$ cat config.mk
export PLATFORM = sky130hd
export DESIGN_NAME = uart_rx_fifo
export DESIGN_NICKNAME = d
export VERILOG_FILES = /design/src/rtl/uart_rx_fifo.sv
export SDC_FILE = /design/constraint.sdc
export NUM_CORES = 1
export LEC_CHECK = 0
export BUFFER_PORTS_ARGS = -buffer_cell sky130_fd_sc_hd__buf_2
export CORE_MARGIN = 8
export CORE_UTILIZATION = 40
export CTS_CLUSTER_DIAMETER = 200
export DETAILED_ROUTE_END_ITERATION = 16
export GPL_TIMING_DRIVEN = 0
export PLACE_DENSITY = 0.65
export SYNTH_ARGS = -nofsm -noshare
export SYNTH_HDL_FRONTEND = slang
export SYNTH_SLANG_ARGS = --single-unit
$ cat constraint.sdc
create_clock -name clk -period 4.7 [get_ports clk]
set_clock_uncertainty 0.15 [all_clocks]
set_input_delay 0.47 -clock clk [delete_from_list [all_inputs] [get_ports clk]]
set_output_delay 0.47 -clock clk [all_outputs]
set_load 0.03 [all_outputs]
$ cat src/rtl/uart_rx_fifo.sv
// Oversampled UART receiver with a show-ahead FIFO of received words.
// Each FIFO entry is {frame_err, parity_err, data}; errored words are kept and tagged.
module uart_rx_fifo #(
   parameter int DATA_BITS  = 8,
   parameter int OVERSAMPLE = 8,
   parameter int PARITY     = 0,
   parameter int STOP_BITS  = 1,
   parameter int FIFO_DEPTH = 4
) (
   input  logic                          clk,
   input  logic                          rst,
   input  logic                          baud_tick,
   input  logic                          rx,
   input  logic                          rd_en,
   output logic [DATA_BITS-1:0]          rd_data,
   output logic                          rd_parity_err,
   output logic                          rd_frame_err,
   output logic                          rd_valid,
   output logic [$clog2(FIFO_DEPTH):0]   fifo_count,
   output logic                          overrun,
   output logic                          break_det
);

   localparam int CW  = $clog2(OVERSAMPLE);
   localparam int BW  = $clog2(DATA_BITS);
   localparam int PW  = $clog2(FIFO_DEPTH);
   localparam int NW  = PW + 1;
   localparam int EW  = DATA_BITS + 2;
   localparam logic [CW-1:0] HALF = CW'(OVERSAMPLE / 2 - 1);
   localparam logic [CW-1:0] LAST = CW'(OVERSAMPLE - 1);

   typedef enum logic [2:0] {
      S_IDLE   = 3'd0,
      S_START  = 3'd1,
      S_DATA   = 3'd2,
      S_PARITY = 3'd3,
      S_STOP   = 3'd4
   } state_t;

   state_t                 state;
   state_t                 state_next;
   logic                   rx_meta;
   logic                   rx_s;
   logic [CW-1:0]          ctr;
   logic [BW-1:0]          bit_idx;
   logic [DATA_BITS-1:0]   shreg;
   logic                   par_err;
   logic                   frm_err;

   logic                   bit_pt;
   logic                   last_data;
   logic                   last_stop;
   logic                   push;
   logic                   word_fe;
   logic                   word_break;

   logic [EW-1:0]          mem [FIFO_DEPTH];
   logic [EW-1:0]          held;
   logic [EW-1:0]          head;
   logic [PW-1:0]          rd_ptr;
   logic [PW-1:0]          wr_ptr;
   logic                   full;
   logic                   pop;
   logic                   wr_ok;

   // The line is asynchronous; it idles high so the synchroniser resets to 1.
   always_ff @(posedge clk or posedge rst) begin
      if (rst) begin
         rx_meta <= 1'b1;
         rx_s    <= 1'b1;
      end else begin
         rx_meta <= rx;
         rx_s    <= rx_meta;
      end
   end

   always_ff @(posedge clk or posedge rst) begin
      if (rst) state <= S_IDLE;
      else     state <= state_next;
   end

   always_comb begin
      state_next = state;
      if (baud_tick) begin
         case (state)
            S_IDLE:   if (!rx_s) state_next = S_START;
            S_START:  if (ctr == HALF) state_next = rx_s ? S_IDLE : S_DATA;
            S_DATA:   if (ctr == LAST && last_data)
                         state_next = (PARITY != 0) ? S_PARITY : S_STOP;
            S_PARITY: if (ctr == LAST) state_next = S_STOP;
            S_STOP:   if (ctr == LAST && last_stop) state_next = S_IDLE;
            default:  state_next = S_IDLE;
         endcase
      end
   end

   always_comb begin
      bit_pt     = baud_tick && (ctr == LAST);
      last_data  = (bit_idx == BW'(DATA_BITS - 1));
      last_stop  = (bit_idx == BW'(STOP_BITS - 1));
      push       = bit_pt && (state == S_STOP) && last_stop;
      word_fe    = frm_err | ~rx_s;
      word_break = (shreg == '0) && word_fe;
   end

   // Bit timing and frame assembly; ctr restarts at 0 after every mid-bit sample.
   always_ff @(posedge clk or posedge rst) begin
      if (rst) begin
         ctr     <= '0;
         bit_idx <= '0;
         shreg   <= '0;
         par_err <= 1'b0;
         frm_err <= 1'b0;
      end else if (baud_tick) begin
         case (state)
            S_IDLE: begin
               ctr     <= '0;
               bit_idx <= '0;
               par_err <= 1'b0;
               frm_err <= 1'b0;
            end
            S_START: begin
               if (ctr == HALF) begin
                  ctr     <= '0;
                  bit_idx <= '0;
               end else begin
                  ctr <= ctr + CW'(1);
               end
            end
            S_DATA: begin
               if (ctr == LAST) begin
                  ctr     <= '0;
                  shreg   <= {rx_s, shreg[DATA_BITS-1:1]};
                  bit_idx <= last_data ? '0 : bit_idx + BW'(1);
               end else begin
                  ctr <= ctr + CW'(1);
               end
            end
            S_PARITY: begin
               if (ctr == LAST) begin
                  ctr     <= '0;
                  par_err <= ((^shreg) ^ rx_s) != (PARITY == 1);
               end else begin
                  ctr <= ctr + CW'(1);
               end
            end
            S_STOP: begin
               if (ctr == LAST) begin
                  ctr     <= '0;
                  bit_idx <= bit_idx + BW'(1);
                  if (!rx_s) frm_err <= 1'b1;
               end else begin
                  ctr <= ctr + CW'(1);
               end
            end
            default: ctr <= '0;
         endcase
      end
   end

   assign rd_valid = (fifo_count != '0);
   assign full     = (fifo_count == NW'(FIFO_DEPTH));
   assign pop      = rd_en && rd_valid;
   assign wr_ok    = push && (!full || pop);
   assign head     = mem[rd_ptr];

   always_ff @(posedge clk) begin
      if (wr_ok) mem[wr_ptr] <= {word_fe, par_err, shreg};
   end

   // A simultaneous pop frees the slot, so a push into a full FIFO still lands.
   always_ff @(posedge clk or posedge rst) begin
      if (rst) begin
         rd_ptr     <= '0;
         wr_ptr     <= '0;
         fifo_count <= '0;
         overrun    <= 1'b0;
         break_det  <= 1'b0;
      end else begin
         overrun   <= push && full && !pop;
         break_det <= push && word_break;
         if (wr_ok) wr_ptr <= wr_ptr + PW'(1);
         if (pop)   rd_ptr <= rd_ptr + PW'(1);
         case ({wr_ok, pop})
            2'b10:   fifo_count <= fifo_count + NW'(1);
            2'b01:   fifo_count <= fifo_count - NW'(1);
            default: fifo_count <= fifo_count;
         endcase
      end
   end

   // Once the FIFO drains, the read port keeps showing the last head it presented.
   always_ff @(posedge clk or posedge rst) begin
      if (rst)           held <= '0;
      else if (rd_valid) held <= head;
   end

   assign {rd_frame_err, rd_parity_err, rd_data} = rd_valid ? head : held;

endmodule

== Word-level counts from Yosys, hierarchy flattened ==
Memory sizes are Yosys's and may differ from the RTL's.
Cells that the tools add are included.
Widths: inputs -> output; s select.
Word-level totals
  register bits after elaboration: 40
  bits in writable memories: 40
  output and inout port bits: 16
  logic and storage cells: 95
  memories kept: 1
Memory list
  mem: depth 4, bits a word 10, read ports 1, clocked after memory_dff 0, write ports 1, line 57  | logic [EW-1:0] mem [FIFO_DEPTH];
Operators by class
  add/subtract/negate cells: 6
  equal/unequal tests: 18
  multiplexer cells: 24
  bitwise logic cells: 3
  reduce and logical (&&, ||, !) cells: 29
Operators with widths (number)
  $mux 3: 11
  $ne 2x2->1 const B: 8
  $pmux 3 s5: 1
  $eq 3x3->1 const B: 4
  $pmux 3 s2: 2
  $pmux 3 s4: 1
  $logic_and 1x1->1: 11
  $mux 10: 1
  $add 3x1->3 const B: 3
  $eq 3x2->1 const B: 3
  $logic_not 8->1: 1
  $reduce_xor 8->1: 1
  $logic_not 3->1: 2
  $reduce_and 3->1: 2
  $reduce_and 6->1: 1
  $reduce_bool 2->1: 3
  $mux 1: 5
  $reduce_and 5->1: 1
  $add 2x1->2 const B: 2
  $pmux 1 s2: 2
  $reduce_and 4->1: 1
  $reduce_bool 4->1: 1
  $eq 3x1->1 const B: 1
  $reduce_bool 3->1: 1
  other kinds (10): 11

== Depth between registers and ports, before layout ==
Gate-level depths: netlist (run 1).
  depth in word-level cells: 7
  gate-level depth with buffers: 12

== Worst setup path before layout (run 1) ==
No wires, ideal clock.
  kind: register to register
  start: reg ctr[0]
  end: mem mem[0][0] (netlist bit), enable pin
  setup time: 407 ps
  arrival: 2152 ps
  data required time: 4143 ps
  path slack: 1991 ps
  cell stages (with the launch flop): 6
  period minus slack after synthesis: 2709 ps
  cells stage by stage: dfrtp_1 -> ha_1 -> ha_1 -> and2_1 -> nand2_1 -> nor4b_1
On the way
  word-level cells in the longest chain between the ends: 7
RTL lines
  start: declaration: line 44  | logic [CW-1:0] ctr;
  start signal: assignment: line 127  | ctr <= ctr + CW'(1);
  start signal: assignment: line 136  | ctr <= ctr + CW'(1);
  start signal: assignment: line 144  | ctr <= ctr + CW'(1);
  $eq 3x3->1: line 98  | bit_pt = baud_tick && (ctr == LAST);
  $logic_and 1x1->1: line 98
  $logic_and 1x1->1 (2 in series): line 101  | push = bit_pt && (state == S_STOP) && last_stop;
  $logic_and 1x1->1: line 164  | assign wr_ok = push && (!full || pop);
  $mux 1: line 168  | if (wr_ok) mem[wr_ptr] <= {word_fe, par_err, shreg};
  $mux 1 (not written as such): line 168
  end: declaration: line 57
No other way between the ends.

== Worst setup path after layout (run 1) ==
  start: reg ctr[0]
  end: reg fifo_count[2]
On the way
  word-level cells in the longest chain between the ends: 7
RTL lines
  $eq 3x3->1 (*): line 98
  $logic_and 1x1->1 (*): line 98
  $logic_and 1x1->1 (*) (2 in series): line 101
  $logic_and 1x1->1 (*): line 164
  $eq 2x1->1 / $eq 2x2->1 (equally long branches): line 184  | case ({wr_ok, pop})
  $pmux 3 s2 / $reduce_bool 2->1 (equally long branches)
  end signal: assignment: line 185  | 2'b10: fifo_count <= fifo_count + NW'(1);
  end signal: assignment: line 186  | 2'b01: fifo_count <= fifo_count - NW'(1);
  end signal: assignment: line 187  | default: fifo_count <= fifo_count;
  end: declaration: line 19  | output logic [$clog2(FIFO_DEPTH):0] fifo_count,
Every way passes the cells marked *; elsewhere a longest branch is shown, timed or not.
A chain may end at the register's enable or synchronous reset.

==> metrics.log, run 1 <==
INFO  metric p_sw_frac = 0.311
INFO  metric yosys-top-cells-area = edfxtp_1, dfrtp_1, mux4_2
INFO  metric async_reset_ff_frac = 0.500
INFO  metric syn-instance-count = 234
INFO  metric synth.most_common_cell = edfxtp_1
INFO  metric routed_wl = 5.93 mm
INFO  metric place.detailed.hpwl = 4.13 mm
INFO  metric floorplan.core_area = 8680 um^2
INFO  metric report.final.slew_viol_count = 0
INFO  metric source_to_sink_clock_delay_at_the_later_pin_of_the_worst_skew_pair = 0.34 ns
INFO  metric worstSetupStartpointType = flop
INFO  metric synth-edff-count = 40
INFO  metric insertedDiodeCount = 0
INFO  metric tritoncts = done
INFO  metric cellLeakagePower = 1.45 nW
INFO  metric worstPathMaxFanout = 9
INFO  metric first_pass_iters = 4
INFO  metric io_pins = 21
INFO  metric ctsHtreeMaxLevel = 3
INFO  metric timing.critical_path.arrival = 2.93 ns
INFO  metric dp_worst_setup_slack = 1.89 ns
INFO  metric layout-drive-gt1-share = 0.283
INFO  metric synth_area_leader_cell = edfxtp_1
INFO  metric port-buffer-count = 19
INFO  metric cts.repair.resized = 0
INFO  metric gp_congestion = 0.746
INFO  metric synth_seq_area_share = 0.620
INFO  metric synth_flop_cell = edfxtp_1
INFO  metric hold_path.class = in -> reg
INFO  metric detail_route.drc_violations = 0
INFO  metric finalCriticalPeriod = 2.81 ns
INFO  metric cts.root.buffer_cell = clkbuf_8
INFO  metric die_h = about 110 um
INFO  metric post_cts_setup_buffer_count = 0
INFO  metric vias_per_cell = ~5
INFO  metric slew_headroom = 0.413
INFO  metric power_density = ~480 nW/um^2
INFO  metric clock.fmax = ~0.36 GHz
INFO  metric tritoncts.num_buffers = 9
INFO  metric ctsLongestPathBuffers = 2
INFO  metric netlist-cell-type-count = 45
INFO  metric power_report.internal_total = 0.00132 W
INFO  metric via_count_of_the_first_global_routing_pass = between 2000 and 2500
INFO  metric post_synth.cell_area_avg = 15.2 um^2
INFO  metric initial_utilization = 0.410
INFO  metric cts.sinks = 80
INFO  metric grt_start_max_net_pins = 41
INFO  metric clock_power_share = 0.286
INFO  metric layout.nets = ~290
INFO  metric multiInputGateArea = 1220 um^2
INFO  metric pin_slew_with_the_least_headroom_to_its_limit = 0.879 ns
INFO  metric setup_total_negative_slack = 0 ns
INFO  metric row_count = 34
INFO  metric areaGrowthSynthToFinish = 12.9%
INFO  metric switching_power = between 0.0005 and 0.0006 W
INFO  metric cts_hold_buffers = 0
INFO  metric num-fill-cells = 783
INFO  metric wire_length_of_the_first_global_routing_pass = approximately 10 mm
INFO  metric final_critical_path_setup_slack = between 1.5 and 2 ns
INFO  metric routed-via-count = 1889
INFO  metric final-setup-viol-count = 0
INFO  metric wl_per_cell = ~16 um
INFO  metric synth-warning-count = 0
INFO  metric status = finished clean
INFO  metric antenna_found_initial = 0
INFO  metric flip_flop_and_latch_count_after_synthesis = 80
INFO  metric die-area = around 12000 um^2
INFO  metric remaining_number_of_nets_flagged_by_the_antenna_check_after_routing = 0
INFO  metric worstPathRequired = 4.83 ns
INFO  metric synth_area = 3550 um^2
INFO  metric rsz0062_at_grt = no
INFO  metric finalHoldViolCount = 0
INFO  metric gr-usage-all-layers = 0.111
INFO  metric comb_power_share = 0.266
INFO  metric mappedNetlistNets = approximately 260
INFO  metric p_total = around 0.0019 W
INFO  metric drt_iter0_drc = 104
INFO  metric worst_setup_hold_path_clk_slew = 0.08 ns
INFO  metric irDropWorstVdd = 176 uV
INFO  metric max_cap_viol_count = 0
INFO  metric synthTopCellsByCount = edfxtp_1, dfrtp_1, inv_1, ha_1, mux2_2
INFO  metric timing.final.crit_share = 0.597
INFO  metric criticalPathCategory = reg -> reg
INFO  metric sequential_cell_area = 2200 um^2
INFO  metric die-width = 110 um
INFO  metric globalRouteOverflowTotal = 0
INFO  metric synth.top_cell.area_share = 0.338
INFO  metric worstSetupEndpointType = flop
INFO  metric pwr-share-seq = 0.447
-- kinds of logic (layout without fill, tap and decap cells) --
kind of cell,Yosys count,in the layout,synth area share
AO/OA/AOI/OAI,19,19,0.0352
XOR/XNOR,12,12,0.0296
flip-flops,80,80,0.620
buffers and inverters,29,64,0.0380
multiplexers,35,35,0.140
adder cells (fa/ha/maj),17,17,0.0619
AND/OR/NAND/NOR,42,42,0.0746
-- layout make-up --
| class | count | area share |
|---|---|---|
| buffer | 7 | 0.0131 |
| timing repair buffer | 20 | 0.0256 |
| clock inverter | 6 | 0.0228 |
| multi-input combinational | 125 | 0.304 |
| sequential | 80 | 0.549 |
| tap | 108 | 0.0337 |
| inverter | 22 | 0.0206 |
| clock buffer | 9 | 0.0309 |
-- state kept, by name, indices dropped and copies added, names as in the netlist --
signal,cells
rd_ptr,2
wr_ptr,2
bit_idx,3
par_err,1
held,10
frm_err,1
rx_meta,1
mem,40
fifo_count,3
overrun,1
rx_s,1
state,3
ctr,3
break_det,1
shreg,8
-- placed cells by master, fill, tap and decap left out, types with 3 or more instances in the layout --
cell type and instances:
edfxtp_1 40, dfrtp_1 38, buf_2 22, inv_1 21, ha_1 16, mux2_2 13, mux4_2 10, mux2i_1 9
clkbuf_8 9, xnor2_1 8, nand2_1 7, nor3b_1 5, a21oi_1 5, and2_1 5, xor2_1 4, buf_4 3
nor3_1 3, nand3_1 3, o21ai_0 3
-- power groups by stage --
stage	clock (W)	sequential, W	combinational (W)
final	0.000549	0.000858	0.000511
after floorplan	0	0.000887	0.000386
after global placement	0	0.000872	0.000510
after detailed placement	0	0.000874	0.000518
after CTS	0.000569	0.000860	0.000522
after global routing	0.000599	0.000872	0.000570
-- metrics by stage --
stage	instance area, um^2	utilization	instances	hold slack, ns
5_1_grt	4010	0.463	377	0.0448
6_report	4010	0.463	377	0.0741
3_3_place_gp	3780	0.436	361	0.198
2_1_floorplan	3550	-	234	0.195
3_5_place_dp	3800	0.438	362	0.201
4_1_cts	4010	0.463	377	0.0484
-- worst max-delay path: stages (launching register included) --
cell and delay (ns):
dfrtp_1 0.40, ha_1 0.24, ha_1 0.30, and2_1 0.23, nand4_1 0.18, nor2_2 0.10
inv_1 0.08, ha_1 0.17, inv_1 0.06, fa_1 0.38, xor2_1 0.15, nor2_1 0.14
xor2_1 0.15
-- per-layer routing --
layer  track usage  wire, um  up-vias
met1         0.135      2740      959
met5             0         0        -
met3        0.0372       227        6
met2         0.174      2880       22
met4        0.0485        70        0
li1              -         -      902
-- path summary, 6_finish.rpt --
check                         from             to  slack [ns]  cells past startpoint
setup / recovery            ctr[0]  fifo_count[2]        1.89                     12
hold / removal                  rx        rx_meta        0.07                      1
setup reg to reg            ctr[0]  fifo_count[2]        1.89                     12
hold reg to reg            rx_meta           rx_s        0.21                      0
max in group asynchronous      rst        overrun        3.69                      2
min in group asynchronous      rst         ctr[2]        0.15                      2
Note: power is estimated with default switching activity, not from simulation.
==> run 2, diff against run 1 <==
PLACE_DENSITY = 0.67   (was 0.65)
clock period = 2.45 ns   (was 4.7 ns; I/O delays follow)
==> metrics.log, run 2 (synthesized netlist as in run 1, its figures left out) <==
INFO  metric status = finished clean (unchanged)
INFO  metric cp_cell_sequence = buf_6 > mux4_2 > mux2_2 > buf_2 (was ha_1 > ha_1 > and2_1 > nand4_1 > nor2_2 > inv_1 > ha_1 > inv_1 > fa_1 > xor2_1 > nor2_1 > xor2_1)
INFO  metric finalInstanceArea = 4170 um^2 (was 4010 um^2)
INFO  metric row_count = 34 (unchanged)
INFO  metric finalHoldViolCount = 0 (unchanged)
INFO  metric initial_utilization = 0.410 (unchanged)
INFO  metric hold-path-endpoint = overrun (was rx_meta)
INFO  metric worstPathRequired = 2.06 ns (was 4.83 ns)
INFO  metric met2_wirelength = 3.04 mm (was 2.88 mm)
INFO  metric die-width = 110 um (unchanged)
INFO  metric tritoncts = done (unchanged)
INFO  metric report.final.slew_viol_count = 0 (unchanged)
INFO  metric worstPathMaxFanout = 10 (was 9)
INFO  metric worstSetupStartpointType = flop (unchanged)
INFO  metric reg.largest.list = mem: 40 flops, held: 10 flops, shreg: 8 flops (unchanged)
INFO  metric power_report.internal_total = 0.00252 W (was 0.00132 W)
INFO  metric cts.sinks = 80 (unchanged)
INFO  metric irDropWorstVdd = 392 uV (was 176 uV)
INFO  metric post_dp_cell_area = 3810 um^2 (was 3800 um^2)
INFO  metric detail_route.drc_violations = 0 (unchanged)
INFO  metric first_pass_iters = 4 (unchanged)
INFO  metric hold_depth = 4 (was 1)
INFO  metric mostFrequentLayoutCell = edfxtp_1 (unchanged)
INFO  metric highest-signal-layer = met4 (unchanged)
INFO  metric globalRouteOverflowTotal = 0 (unchanged)
INFO  metric wl_met1 = 2.61 mm (was 2.74 mm)
INFO  metric criticalPathCategory = reg -> out (was reg -> reg)
INFO  metric switching_power = 0.00123 W (was 0.000597 W)
INFO  metric routed-via-count = 1914 (was 1889)
INFO  metric path_delay_family = multiplexers (was adder cells)
INFO  metric critPathSlowestCell = mux4_2 (was dfrtp_1)
INFO  metric areaGrowthSynthToFinish = 17.3% (was 12.9%)
INFO  metric gr-usage-all-layers = 0.109 (was 0.111)
INFO  metric source_to_sink_clock_delay_at_the_later_pin_of_the_worst_skew_pair = 0.35 ns (was 0.34 ns)
INFO  metric reg2reg_to = mem[2][2] (was fifo_count[2])
INFO  metric routed_wl = 5.97 mm (was 5.93 mm)
INFO  metric worst_r2r_path_depth = 7 (was 12)
INFO  metric clock_power_share = 0.271 (was 0.286)
INFO  metric timing.final.crit_share = 0.957
INFO  metric hold_path.class = in -> reg (unchanged)
INFO  metric via_count_of_the_first_global_routing_pass = 1995 (was 2003)
INFO  metric max_flop_register = mem (unchanged)
INFO  metric io_pins = 21 (unchanged)
INFO  metric tritoncts.num_buffers = 9 (unchanged)
INFO  metric floorplan.core_area = 8680 um^2 (unchanged)
INFO  metric worst_setup_hold_path_clk_slew = 0.08 ns (about the same)
INFO  metric layout.nets = 298 (was 287)
INFO  metric power_density = 899 nW/um^2 (was 478 nW/um^2)
INFO  metric timing.critical_path.arrival = 1.95 ns (was 2.93 ns)
INFO  metric rsz0062_at_grt = yes (was no)
INFO  metric final_util = 0.480 (was 0.463)
INFO  metric wl_met3 = 223 um (was 227 um)
INFO  metric max_cap_viol_count = 0 (unchanged)
INFO  metric grt_start_max_net_pins = 41 (unchanged)
INFO  metric regToRegSetupSlack = 0.11 ns (was 1.89 ns)
INFO  metric vias_per_cell = 4.92 (was 5.01)
INFO  metric gp_congestion = 0.809 (was 0.746)
INFO  metric slew_headroom = 0.482 (was 0.413)
INFO  metric hold_path_startpoint = rd_en (was rx)
INFO  metric wire_length_of_the_first_global_routing_pass = 9.96 mm (was 10.1 mm)
INFO  metric largest_reg_flops = 40 (unchanged)
INFO  metric worst_setup_path_startpoint = rd_ptr[0] (was ctr[0])
INFO  metric die-area = 12200 um^2 (unchanged)
INFO  metric die_h = 110 um (unchanged)
INFO  metric p_sw_frac = 0.329 (was 0.311)
INFO  metric layout-drive-gt1-share = 0.335 (was 0.283)
INFO  metric pin_slew_with_the_least_headroom_to_its_limit = 0.773 ns (was 0.879 ns)
INFO  metric worstSetupEndpointType = output port (was flop)
INFO  metric r2r-start = ctr[1] (was ctr[0])
INFO  metric final-setup-viol-count = 0 (unchanged)
INFO  metric ctsHtreeMaxLevel = 3 (unchanged)
INFO  metric insertedDiodeCount = 0 (unchanged)
INFO  metric finalCriticalPeriod = 2.34 ns
INFO  metric port-buffer-count = 19 (unchanged)
INFO  metric final_cell_mix = edfxtp_1, dfrtp_1, buf_2 (unchanged)
INFO  metric drt_iter0_drc = 53 (was 104)
INFO  metric cellLeakagePower = 1.51 nW (was 1.45 nW)
INFO  metric comb_power_share = 0.287 (was 0.266)
INFO  metric wl_per_cell = 15.3 um (was 15.7 um)
INFO  metric place.detailed.hpwl = 4.04 mm (was 4.13 mm)
INFO  metric clock.fmax = around 0.43 GHz
INFO  metric max_incr_delay_on_cp = 0.52 ns (was 0.40 ns)
INFO  metric timing.critical_path.buf_inv = 2 (unchanged)
INFO  metric antenna_found_initial = 0 (unchanged)
INFO  metric pwr-share-seq = 0.442 (was 0.447)
INFO  metric cts.root.buffer_cell = clkbuf_8 (unchanged)
INFO  metric remaining_number_of_nets_flagged_by_the_antenna_check_after_routing = 0 (unchanged)
INFO  metric ctsLongestPathBuffers = 2 (unchanged)
-- run 2: cell types whose count changed in the layout (fill, tap and decap cells not counted), sizes merged --
cell	delta
buf	+8
bufinv	-1
clkinv	-2
clkinvlp	+1
dlygate4sd3	+3
inv	+3
-- run 2: metal layers --
| layer | GRT usage | vias to the layer above |
|---|---|---|
| met1 | 0.130 | 949 |
| met4 | 0.0381 | 0 |
| met3 | 0.0407 | 9 |
| li1 | - | 932 |
| met5 | 0 | - |
| met2 | 0.176 | 24 |
-- run 2: worst min-delay path: stages --
cell,delay [ns]
buf_2,0.11
nor4b_4,0.07
inv_1,0.05
nor2_1,0.04
-- run 2: worst max path at each step --
stage,endpoint,cells past startpoint
after detailed placement,mem[0][0],5
final,rd_data[7],4
after global placement,mem[0][0],5
after CTS,fifo_count[2],12
after global routing,fifo_count[2],12
after floorplan,fifo_count[2],12
-- run 2: layout make-up --
cell class              count  area (um^2)
fillers                   768         4510
flip-flops and latches     80         2210
multi-input cells         125         1280
repair buffers             31          205
well taps                 108          135
clock buffers               9          124
clock inverters             7         83.8
inverters                  22         82.6
plain buffers               7         52.6
-- run 2: power by group through the flow --
| stage | clock, W | sequential [W] | combinational (W) |
|---|---|---|---|
| 2_1_floorplan | 0 | 0.00170 | 0.000743 |
| 3_3_place_gp | 0 | 0.00167 | 0.000984 |
| 3_5_place_dp | 0 | 0.00168 | 0.00101 |
| 4_1_cts | 0.00105 | 0.00166 | 0.00107 |
| 5_1_grt | 0.00110 | 0.00168 | 0.00119 |
| 6_report | 0.00102 | 0.00166 | 0.00107 |
-- run 2: stage by stage --
step	cells	power, W	hold slack [ns]	TNS, ns	setup WS (ns)
2_1_floorplan	234	0.00245	0.0995	0	0.00831
3_3_place_gp	361	0.00266	0.197	-7.47	-0.308
3_5_place_dp	362	0.00269	0.141	-7.87	-0.293
4_1_cts	387	0.00378	0.0271	0	0.00855
5_1_grt	389	0.00396	0.0394	-0.0291	-0.0291
6_report	389	0.00375	0.0471	0	0.106
-- run 2: what timing repair did --
action,CTS,global route
resized for setup,8,5
endpoints found under the hold margin,42,0
endpoints found under the setup margin,42,40
hold buffers,3,0
buffers inserted,6,2
pin swaps,3,3
